### src/rtl/bram_stream_reader_pkg.sv
// Shared types for the BRAM stream reader: FSM state encoding and read-buffer depth.
package bram_stream_reader_pkg;
    typedef enum logic [1:0] {IDLE, READ, DRAIN, DONE} state_t;
    localparam int FIFO_DEPTH = 2;
endpackage

### src/rtl/bram_stream_reader_fifo.sv
// Two-entry synchronous FIFO that holds BRAM words (data plus last flag) until the consumer accepts them.
module bram_stream_reader_fifo
    import bram_stream_reader_pkg::*;
#(
    parameter int WIDTH = 33
) (
    input  logic             clock,
    input  logic             reset,
    input  logic             push,
    input  logic [WIDTH-1:0] push_data,
    input  logic             pop,
    output logic [WIDTH-1:0] head_data,
    output logic [1:0]       count
);
    logic [FIFO_DEPTH-1:0][WIDTH-1:0] mem;
    logic                             wr_ptr;
    logic                             rd_ptr;

    always_ff @(posedge clock or posedge reset) begin
        if (reset) begin
            mem    <= '0;
            wr_ptr <= 1'b0;
            rd_ptr <= 1'b0;
            count  <= 2'd0;
        end else begin
            if (push) begin
                mem[wr_ptr] <= push_data;
                wr_ptr      <= ~wr_ptr;
            end
            if (pop)
                rd_ptr <= ~rd_ptr;
            case ({push, pop})
                2'b10:   count <= count + 2'd1;
                2'b01:   count <= count - 2'd1;
                default: count <= count;
            endcase
        end
    end

    assign head_data = mem[rd_ptr];
endmodule

### src/rtl/bram_stream_reader.sv
// Walks a BRAM address window and re-emits the words as a valid/ready stream with a last marker.
// Optional BRAM_STREAM_READER_REPEAT_EN streams the window repeat_count times per command.
module bram_stream_reader
    import bram_stream_reader_pkg::*;
#(
    parameter int RAM_WIDTH     = 32,
    parameter int RAM_ADDR_BITS = 9
) (
    input  logic                     clock,
    input  logic                     reset,
    input  logic                     start,
    input  logic [RAM_ADDR_BITS-1:0] base_address,
    input  logic [RAM_ADDR_BITS:0]   length,
`ifdef BRAM_STREAM_READER_REPEAT_EN
    input  logic [7:0]               repeat_count,
`endif
    output logic                     busy,
    output logic                     done,
    output logic                     ram_enable,
    output logic                     write_enable,
    output logic [RAM_ADDR_BITS-1:0] address,
    input  logic [RAM_WIDTH-1:0]     ram_data,
    output logic [RAM_WIDTH-1:0]     out_data,
    output logic                     out_valid,
    input  logic                     out_ready,
    output logic                     out_last
);
    localparam int CW = RAM_ADDR_BITS + 1;

    state_t                   state, state_nxt;
    logic [RAM_ADDR_BITS-1:0] base_q;
    logic [CW-1:0]            len_q;
    logic [CW-1:0]            issued_q;
    logic                     inflight_q;
    logic                     last_q;
    logic [1:0]               fifo_count;
    logic [RAM_WIDTH:0]       head;
    logic                     pop;
    logic                     issue;
    logic                     word_last;
    logic                     pass_last;

`ifdef BRAM_STREAM_READER_REPEAT_EN
    logic [7:0] reps_q;
    logic [7:0] pass_q;
    assign pass_last = (pass_q == reps_q - 8'd1);
`else
    assign pass_last = 1'b1;
`endif

    assign pop       = out_valid && out_ready;
    assign word_last = (issued_q == len_q - CW'(1));
    // Buffer space must cover everything already stored or still coming back from the BRAM.
    assign issue     = (state == READ) &&
                       ((3'(fifo_count) + 3'(inflight_q)) < (3'd2 + 3'(pop)));

    always_ff @(posedge clock or posedge reset) begin
        if (reset) state <= IDLE;
        else       state <= state_nxt;
    end

    always_comb begin
        state_nxt = state;
        case (state)
            IDLE:  if (start) state_nxt = (length == '0) ? DONE : READ;
            READ:  if (issue && word_last && pass_last) state_nxt = DRAIN;
            DRAIN: if (!inflight_q && (fifo_count == {1'b0, pop})) state_nxt = DONE;
            DONE:  state_nxt = IDLE;
            default: state_nxt = IDLE;
        endcase
    end

    always_ff @(posedge clock or posedge reset) begin
        if (reset) begin
            base_q     <= '0;
            len_q      <= '0;
            issued_q   <= '0;
            inflight_q <= 1'b0;
            last_q     <= 1'b0;
`ifdef BRAM_STREAM_READER_REPEAT_EN
            reps_q     <= 8'd0;
            pass_q     <= 8'd0;
`endif
        end else begin
            inflight_q <= issue;
            last_q     <= issue && word_last && pass_last;
            if (state == IDLE && start) begin
                base_q   <= base_address;
                len_q    <= length;
                issued_q <= '0;
`ifdef BRAM_STREAM_READER_REPEAT_EN
                reps_q   <= (repeat_count == 8'd0) ? 8'd1 : repeat_count;
                pass_q   <= 8'd0;
`endif
            end else if (issue) begin
                // Rewinding at the end of a pass also restarts the next pass at base.
                if (word_last) begin
                    issued_q <= '0;
`ifdef BRAM_STREAM_READER_REPEAT_EN
                    pass_q   <= pass_q + 8'd1;
`endif
                end else begin
                    issued_q <= issued_q + CW'(1);
                end
            end
        end
    end

    bram_stream_reader_fifo #(.WIDTH(RAM_WIDTH + 1)) u_fifo (
        .clock     (clock),
        .reset     (reset),
        .push      (inflight_q),
        .push_data ({last_q, ram_data}),
        .pop       (pop),
        .head_data (head),
        .count     (fifo_count)
    );

    assign busy         = (state != IDLE);
    assign done         = (state == DONE);
    assign ram_enable   = issue;
    assign write_enable = 1'b0;
    assign address      = base_q + issued_q[RAM_ADDR_BITS-1:0];
    assign out_valid    = (fifo_count != 2'd0);
    assign out_data     = head[RAM_WIDTH-1:0];
    assign out_last     = head[RAM_WIDTH];
endmodule

### config.mk
export PLATFORM = sky130hd
export DESIGN_NAME = bram_stream_reader
export DESIGN_NICKNAME = d
export VERILOG_FILES = /design/src/rtl/bram_stream_reader_pkg.sv /design/src/rtl/bram_stream_reader_fifo.sv /design/src/rtl/bram_stream_reader.sv
export SDC_FILE = /design/constraint.sdc
export NUM_CORES = 1
export LEC_CHECK = 0
export CORE_ASPECT_RATIO = 0.75
export CORE_UTILIZATION = 49
export DETAILED_ROUTE_END_ITERATION = 10
export PLACE_DENSITY = 0.87
export SETUP_SLACK_MARGIN = 0.5
export SYNTH_ARGS = -nofsm -noshare
export SYNTH_HDL_FRONTEND = slang
export SYNTH_HIERARCHICAL = 1
export SYNTH_SLANG_ARGS = --single-unit
### constraint.sdc
create_clock -name clock -period 4.8 [get_ports clock]
set_input_delay 0.72 -clock clock [delete_from_list [all_inputs] [get_ports clock]]
set_output_delay 0.72 -clock clock [all_outputs]
set_load 0.02 [all_outputs]
==> results.sh <==
export IMPL_outcome="complete, no violations"
export IMPL_die_height_um=93.3
export IMPL_portBuffers=100
export IMPL_ys_top_cells_by_count="dfrtp_1, mux2_2, mux2_4, o21ai_0, ha_1"
export IMPL_finClkSkew_ns=0.00365
export IMPL_cts_made_buffers=9
export IMPL_tritoncts="built"
export IMPL_global_route_overflow_total=0
export IMPL_netlist_area_leader_share=0.473
export IMPL_grt_usage=0.211
export IMPL_worst_ep_arrival_time_ns=3.05
export IMPL_startpoint_kind_of_the_worst_setup_timing_path="flip-flop"
export IMPL_final_min_period_over_clock_period=0.786
export IMPL_grt_setup_unrepaired="no"
export IMPL_synth_cell_area_um2=5450
export IMPL_finalSetupTns_ns=0
export IMPL_finalHoldViolations=0
export IMPL_yosys_warnings=6
export IMPL_std_cell_rows=32
export IMPL_clk_root_buffer_cell="clkbuf_16"
export IMPL_hold_path_class="reg -> reg"
export IMPL_synth_seq_cells=103
export IMPL_cell_type_contributing_the_most_total_cell_area_after_synthesis="dfrtp_1"
export IMPL_initial_core_util=0.517
export IMPL_area_delta_synth_final_pct=25.7
export IMPL_cts_hold_fix_buffers=0
export IMPL_max_vdd_ir_drop_mv=0.373
export IMPL_timing_final_max_slew_violations=0
export IMPL_static_leakage_power_nw=2.98
export IMPL_worst_ep_required_time_ns=4.08
export IMPL_die_area_um2=11500
export IMPL_detailedRoute_firstPassIterationCount=4
export IMPL_avgViaCountPerCell=5.50
export IMPL_synthesis_instances=422
export IMPL_antenna_violating_nets_post_route=0
export IMPL_htree_levels=3
export IMPL_floorplan_core_area_um2=10500
export IMPL_clkSlewWorstSetupHoldPaths_ns=0.07
export IMPL_grt_pass1_vias=3770
export IMPL_antenna_cells_inserted=0
export IMPL_grt_max_degree=42
export IMPL_synth_cell_types=49
export IMPL_layout_drive_gt1_share=0.285
export IMPL_postSynth_topFlopCell="dfrtp_1"
export IMPL_gp_routability_congestion=0.919
export IMPL_synth_area_leaders="dfrtp_1, mux2_2, mux2_4"
export IMPL_final_critical_path_time_including_i_o_delays_and_setup_ns=3.77
export IMPL_post_cts_resize_count=0
export IMPL_synth_nets=496
export IMPL_rrSetupSlack_ns=2.48
export IMPL_finalSetupViolCount=0
export IMPL_crit_fanout=6
export IMPL_yosysMostFrequentCell="dfrtp_1"
export IMPL_fp_dieW_um=124
export IMPL_io_pins=102
export IMPL_avgRoutedWirePerCell_um=17.1
export IMPL_final_nets=592
export IMPL_worst_slew_pin_transition_ns=1.18
export IMPL_postLayoutCoreUtil=0.650
export IMPL_critical_path_class="reg -> out"
export IMPL_clock_tree_buffer_depth=2
export IMPL_maxSlewHeadroom=0.214
export IMPL_async_flop_share=1.00
export IMPL_grt_antenna_before_repair=0
export IMPL_postCtsSetupRepairBufs=0
export IMPL_synth_avg_cell_area_um2=12.9
export IMPL_via_count=3623
export IMPL_timing_max_cap_violations=0
export IMPL_wl_mm=11.2
export IMPL_dr_drc_count=0
export IMPL_p_per_area_nw_per_um2=717
export IMPL_clk_insertion_delay_late_ns=0.34
export IMPL_synth_yosys_seq_area_share=0.473
export IMPL_dr_first_iter_drc_count=208
export IMPL_dp_hpwl_mm=7.90
export IMPL_max_freq_mhz=265
export IMPL_clock_sinks=103
export IMPL_worst_setup_path_end_kind="primary output"
export IMPL_synth_edff_count=0
export IMPL_grt_pass1_wl_mm=18.6
## where the power goes
part           internal [mW]  switching (mW)  total (mW)
sequential              1.27           0.295        1.57
clock                  0.518           0.334       0.852
combinational           1.38            1.11        2.49
total                   3.17            1.74        4.91
## cells in the final DEF, fill, tap and decap left out, types with 3 or more instances in the layout
cell             count
mux2_4              30
nor2b_1              4
a21oi_1              5
ha_1                18
nor3_1               4
a31oi_1              3
nor2_1              10
clkbuf_16            9
xor2_1               7
a211oi_1             6
dfrtp_1            103
o21ai_0             20
or3_1                3
o211ai_1             3
nand3b_1             3
xnor2_1             16
nand4_1              3
clkdlybuf4s50_1    100
o21a_1               3
mux2_2              88
and3_1               7
nand3_1             14
inv_1               16
bufinv_16            3
nand2_1              5
buf_4                5
## critical path, cell delays in order (launching register included)
cell and delay (ns):
dfrtp_1 0.45, ha_1 0.20, inv_1 0.06, fa_1 0.42, nor2b_1 0.12, o21ai_0 0.10, a21boi_0 0.26, o21ai_0 0.16
nor2b_1 0.17, xnor2_1 0.13, clkdlybuf4s50_1 0.62
## registers in the layout, indices dropped and copies added (netlist names)
register and flops:
u_fifo/mem 66, issued_q 10, len_q 10, base_q 9, state 2, u_fifo/count 2
inflight_q 1, last_q 1, u_fifo/rd_ptr 1, u_fifo/wr_ptr 1
## cells by family (layout without fill, tap and decap cells)
family                   count (synthesis)  after routing  share of synthesized area
multiplexers                           119            119                      0.266
AO/OA/AOI/OAI                           54             54                     0.0646
buffers and inverters                   37            138                     0.0418
adder cells (fa/ha/maj)                 19             19                     0.0450
AND/OR/NAND/NOR                         66             66                     0.0712
XOR/XNOR                                23             23                     0.0370
other                                    1              1                   0.000689
flip-flops                             103            103                      0.473
## area by class of cell
cell class	count	area, um^2
multi-input combinational	282	2640
timing repair buffer	105	1040
sequential	103	2580
inverter	17	63.8
clock buffer	9	225
tap	136	170
clock inverter	7	129
fill	783	3680
## path summary, 6_finish.rpt
kind	startpoint	cells past startpoint	to
max	issued_q[0]	10	address[6]
min	last_q	1	u_fifo/mem[32]
max reg2reg	len_q[0]	8	state[0]
min reg2reg	last_q	1	u_fifo/mem[32]
max in group asynchronous	reset	3	u_fifo/mem[6]
min in group asynchronous	reset	3	base_q[6]
## through the flow
step / instances / hold slack (ns) / area, um^2 / power (mW) / worst slack, ns
2_1_floorplan: 422 / 0.473 / 5450 / 3.22 / 2.05
3_3_place_gp: 643 / 0.481 / 6490 / 3.97 / 1.45
3_5_place_dp: 643 / 0.487 / 6490 / 4.07 / 1.36
4_1_cts: 659 / 0.505 / 6850 / 4.95 / 0.993
5_1_grt: 659 / 0.508 / 6850 / 5.21 / 0.748
6_report: 659 / 0.501 / 6850 / 4.91 / 1.03
## per-layer routing
metal | GRT usage | wire length, um
met5 | 0 | 0
met3 | 0.0378 | 579
met2 | 0.331 | 5390
met4 | 0.0653 | 118
met1 | 0.296 | 5160
No activity file was read; power rests on OpenSTA's default activity.
==> patch 1 (same settings) <==
`FIFO_DEPTH`: 2 -> 1.
--- a/src/rtl/bram_stream_reader_pkg.sv
+++ b/src/rtl/bram_stream_reader_pkg.sv
@@ -1,6 +1,6 @@
 // Shared types for the BRAM stream reader: FSM state encoding and read-buffer depth.
 package bram_stream_reader_pkg;
     typedef enum logic [1:0] {IDLE, READ, DRAIN, DONE} state_t;
-    localparam int FIFO_DEPTH = 2;
+    localparam int FIFO_DEPTH = 1;
 endpackage
 
Function: changed (a bounded check fails within 10 cycles, from zero or initial values and one cycle with reset high).
==> patch 1 against the original RTL <==
Critical path depth unchanged. Combinational power decreased by 33%. Synthesized cell count decreased by 20%. Power decreased by 34%. Final cell count decreased by 17%. Cell area decreased by 28%. Worst setup slack got worse by 0.063 ns. Critical path type unchanged. Wire length decreased by 22%. Area after synthesis decreased by 34%. Sequential cell count decreased by 34. Largest power group unchanged. First-iteration DRC count decreased by 12%.
==> patch 1: results (changes against the original RTL) <==
Yosys
  – Register area share after synthesis: 0.478 (+0.00510)
  – Post-synth cell types: 53 (+8.2%)
  – Synth top area cells: dfrtp_1, mux2_2, ha_1
  – Share of flip-flops with an asynchronous set or reset: 1.00 (unchanged)
  – XOR/XNOR Fraction of Synth Area: 0.0704 (+0.0334)
  – Post-Synth Adder-Cell Area: 0.0679 (+0.0229)
  – Synth top area share: 0.478 (+0.00510)
  – Synthesized Nets: 413 (-17%)
  – Synth Area in Compound Gates: 0.0738 (+0.00928)
  – Avg Synthesized Cell Area: 10.6 sq um (-17%)
  – Most frequent cells after synthesis: dfrtp_1, nand2_1, mux2_2, ha_1
  – Multiplexer share of the synthesized area: 0.106 (-0.161)

Pwr
  – Leak: 2.22 nW (-26%)
  – Sw frac: 0.395 (+0.0409)
  – Combinational fraction of design power: 0.517 (+0.009)
  – Sequential share of power: 0.318 (about the same)
  – Sequential power: 1.04 mW (-34%)
  – Max rail drop VDD: 0.000454 V (+22%)

Outcome
  – Outcome: completed

Placement
  – Buffers on Ports: 100 (unchanged)
  – Dpl cell area: 4690 sq um (-28%)
  – DP HPWL: 6.54 mm (-17%)
  – Inst Count DP: 529 (-18%)
  – Final GP Congestion: 0.903 (-1.7%)

Layout
  – Layout cell share with drive strength beyond 1: 0.125 (-0.160)
  – Non-filler instance count after layout: 545 (-17%)
  – Number of diodes: 0 (unchanged)
  – Top flop regs: u_fifo/mem x33, issued_q x10, len_q x10
  – NumNets Final: 516 (-13%)
  – Largest register FFs: 33 (-50%)

Detailed routing
  – Wirelength, routed: 8.83 mm (-22%)
  – Drt initial violations: 183 (-12%)
  – Vias: 2,893 (-20%)
  – Pre-antenna DRT Iters: 5 (+1)

GRT
  – Vias in the first global route: 2,987 (-21%)
  – First-pass GRT wire length: 14.7 mm (-21%)
  – GRT Overall Usage: 0.249 (+0.0378)
  – Largest net degree at the start of global routing: 34 (-19%)

CTS
  – Worst-path clk slew: 0.07 ns (about the same)
  – CTS Buf Count: 9 (unchanged)
  – Root buffer cell: clkbuf_8
  – Clock Tree Buf Depth: 2 (unchanged)

Setup path
  – Cell family with most CP delay: compound AO/OA/AOI/OAI gates
  – Flop-to-flop setup slack: 2.27 ns (-0.21 ns)
  – CP arrival: 3.12 ns (+0.07 ns)
  – RR Endpoint: issued_q[5]

Timing
  – Clock skew: 0.00796 ns (+0.00431 ns)
  – Worst slew pin tran: 0.954 ns (-0.222 ns)

Min path
  – Hold path start: last_q
[patch 1: cell count changes in the layout (fill, tap and decap cells not counted), moves of 10 or more]
| cell | before | now |
|---|---|---|
| clkbuf_8 | 0 | 10 |
| nand2_1 | 5 | 60 |
| mux2_2 | 88 | 30 |
| dfrtp_1 | 103 | 69 |
| mux2_4 | 30 | 0 |
[patch 1: worst max path at each step]
stage | from | end | slack, ns | depth (start not counted)
floorplan | issued_q[0] | address[6] | 2.05 | 9
global placement | out_ready | ram_enable | 1.35 | 6
detailed placement | out_ready | ram_enable | 1.31 | 6
CTS | issued_q[0] | address[8] | 0.94 | 10
global route | issued_q[0] | address[8] | 0.71 | 10
finish | issued_q[0] | address[8] | 0.96 | 10
[patch 1: per-layer routing]
layer	track usage	share of wire	up-vias
met1	0.326	0.44	1422
met3	0.0459	0.046	13
met5	0	0	-
li1	-	-	1367
met4	0.0754	0.015	0
met2	0.418	0.50	91
[patch 1: kinds of logic (layout without fill, tap and decap cells)]
family | count (synthesis) | after routing
compound gates | 38 | 38
xor+xnor | 29 | 29
fa+ha+maj | 19 | 19
buf+inv | 28 | 136
flops | 69 | 69
mux | 34 | 34
other cells | 1 | 1
simple gates | 121 | 121
[patch 1: final cells by class]
cell class / count / area [sq um]
fill: 536 / 2050
multi-input combinational: 242 / 1750
tap: 98 / 123
sequential: 69 / 1730
clock buffer: 11 / 141
timing repair buffer: 103 / 1020
clock inverter: 5 / 83.8
inverter: 17 / 63.8
[patch 1: metrics by stage]
stage                     utilization  hold slack [ns]  worst slack, ns
after global routing            0.705            0.494            0.706
after floorplan                     -            0.452             2.05
after CTS                       0.705            0.474            0.937
after global placement          0.673            0.466             1.35
final                           0.705            0.475            0.963
after detailed placement        0.673            0.465             1.31
==> patch 2 (same flow settings) <==
Without the edit above. The 4 states of `state_t` get a one-hot encoding in 4 bits.
--- a/src/rtl/bram_stream_reader_pkg.sv
+++ b/src/rtl/bram_stream_reader_pkg.sv
@@ -1,6 +1,6 @@
 // Shared types for the BRAM stream reader: FSM state encoding and read-buffer depth.
 package bram_stream_reader_pkg;
-    typedef enum logic [1:0] {IDLE, READ, DRAIN, DONE} state_t;
+    typedef enum logic [3:0] {IDLE = 4'b0001, READ = 4'b0010, DRAIN = 4'b0100, DONE = 4'b1000} state_t;
     localparam int FIFO_DEPTH = 2;
 endpackage
 
Formal check against the unedited RTL: same outputs for any inputs over 10 cycles, from zero or initial values and one cycle with reset high; not proved beyond that.
==> patch 2 against the original RTL <==
Sequential cell count up 2. Core utilization fell by 0.55 points. Critical endpoint is now address[8]. Power decreased by 5.8%. Wire length is 2.3% higher. Largest cell class is now registers. Area after synthesis fell by 0.25%. Highest routed layer unchanged. Worst setup slack improved by 0.033 ns. Cell area shrank 0.84%.
==> patch 2: results (changes against the original RTL) <==
Setup path
  – CP startpoint: issued_q[0]
  – Slowest stage cell, crit path: clkdlybuf4s50_1
  – R2r startpoint: inflight_q
  – Crit Path Max Fanout: 6 (unchanged)
  – CP arrival: 3.02 ns (-0.03 ns)
  – Cell count of the worst reg-to-reg path: 8 (unchanged)
  – Critical Path End: address[8]
  – Flop-to-flop setup slack: 2.23 ns (-0.25 ns)

Min path
  – WHS Path Cells: 2 (+1)

Yosys
  – Post-synth cell types: 53 (+8.2%)
  – Cell count after synthesis: 445 (+5.5%)
  – Synth top area cells: dfrtp_1, mux2_2, mux2_4
  – Most frequent cells after synthesis: dfrtp_1, mux2_2, nand2_1, mux2_4, xnor2_1
  – Share of flip-flops with an asynchronous set or reset: 1.00 (unchanged)
  – Synthesized Nets: 514 (+3.6%)
  – Register area share after synthesis: 0.484 (+0.0106)

Detailed routing
  – Drt initial violations: 158 (-24%)
  – WL/cell: 16.8 um (-1.3%)
  – Vias: 3,680 (+1.6%)

Timing
  – Hold Slack: 0.488 ns (-0.0132 ns)
  – Final worst slack: 1.06 ns (+0.0333 ns)
  – Worst slew pin tran: 1.20 ns (+0.0249 ns)
  – Clock skew: 0.00521 ns (+0.00156 ns)

CTS
  – Root buffer cell: clkbuf_16
  – Post-CTS Repair Setup Buffers: 0 (unchanged)

Layout
  – Layout fillers: 810 (+3.4%)
  – Non-filler instance count after layout: 683 (+3.6%)
  – Layout cell share with drive strength beyond 1: 0.247 (-0.0381)
  – NumNets Final: 611 (+3.2%)
  – Number of diodes: 0 (unchanged)

Outcome
  – Outcome: completed

Placement
  – Pre-CTS setup slack: 1.30 ns (-0.0688 ns)
  – Buffers on Ports: 100 (unchanged)
  – Final GP Congestion: 0.801 (-13%)
  – Inst Count DP: 667 (+3.7%)
  – DP HPWL: 8.12 mm (+2.8%)
  – Dpl cell area: 6480 sq um (-0.23%)

GRT
  – GRT Overall Usage: 0.210 (-0.00108)
  – First-pass GRT wire length: 18.6 mm (-0.15%)
  – Vias in the first global route: 3,782 (+0.32%)
  – Largest net degree at the start of global routing: 52 (+24%)

Pwr
  – Leak: 3.02 nW (+1.2%)
  – Max rail drop VDD: 0.000387 V (+3.6%)
==> patch 2: worst register-to-register path, cell delays in order, from the launching register on <==
cell and delay, ns:
dfrtp_1 0.48, ha_1 0.28, ha_1 0.28, o21ai_0 0.11, nand2_1 0.40, clkinv_1 0.41
nand4_1 0.27, xor2_1 0.16, nor3_1 0.06
==> patch 2: worst min-delay path by stage <==
| stage | from | end |
|---|---|---|
| 3_5_place_dp | base_q[7] | base_q[7] |
| 3_3_place_gp | base_q[2] | base_q[2] |
| 6_report | base_q[7] | base_q[7] |
| 4_1_cts | base_q[7] | base_q[7] |
| 5_1_grt | base_q[0] | base_q[0] |
| 2_1_floorplan | base_q[0] | base_q[0] |
==> patch 2: area by class of cell <==
class	count	area, sq um	share of cell area
tap	136	170	0.0251
sequential	105	2630	0.387
inverter	14	52.6	0.00774
clock buffer	10	239	0.0352
clock inverter	6	72.6	0.0107
multi-input combinational	307	2590	0.381
timing repair buffer	105	1040	0.153
==> patch 2: cell families after synthesis <==
| logic type | share of synthesized area |
|---|---|
| AND/OR/NAND/NOR | 0.121 |
| flip-flops | 0.484 |
| multiplexers | 0.228 |
| AO/OA/AOI/OAI | 0.0488 |
| buffers and inverters | 0.0410 |
| XOR/XNOR | 0.0435 |
| adder cells (fa/ha/maj) | 0.0336 |
| other | 0.000690 |
==> patch 2: where the power goes <==
part | switching (mW) | internal, mW | total (mW)
Clock | 0.335 | 0.425 | 0.760
Sequential | 0.323 | 1.28 | 1.60
Combinational | 1.01 | 1.25 | 2.26
==> patch 2: routing by layer <==
layer | wire [um] | vias up | track usage
li1 | - | 1740 | -
met1 | 5330 | 1830 | 0.292
met2 | 5430 | 99 | 0.331
met3 | 584 | 11 | 0.0396
met4 | 167 | 0 | 0.0643
met5 | 0 | - | 0
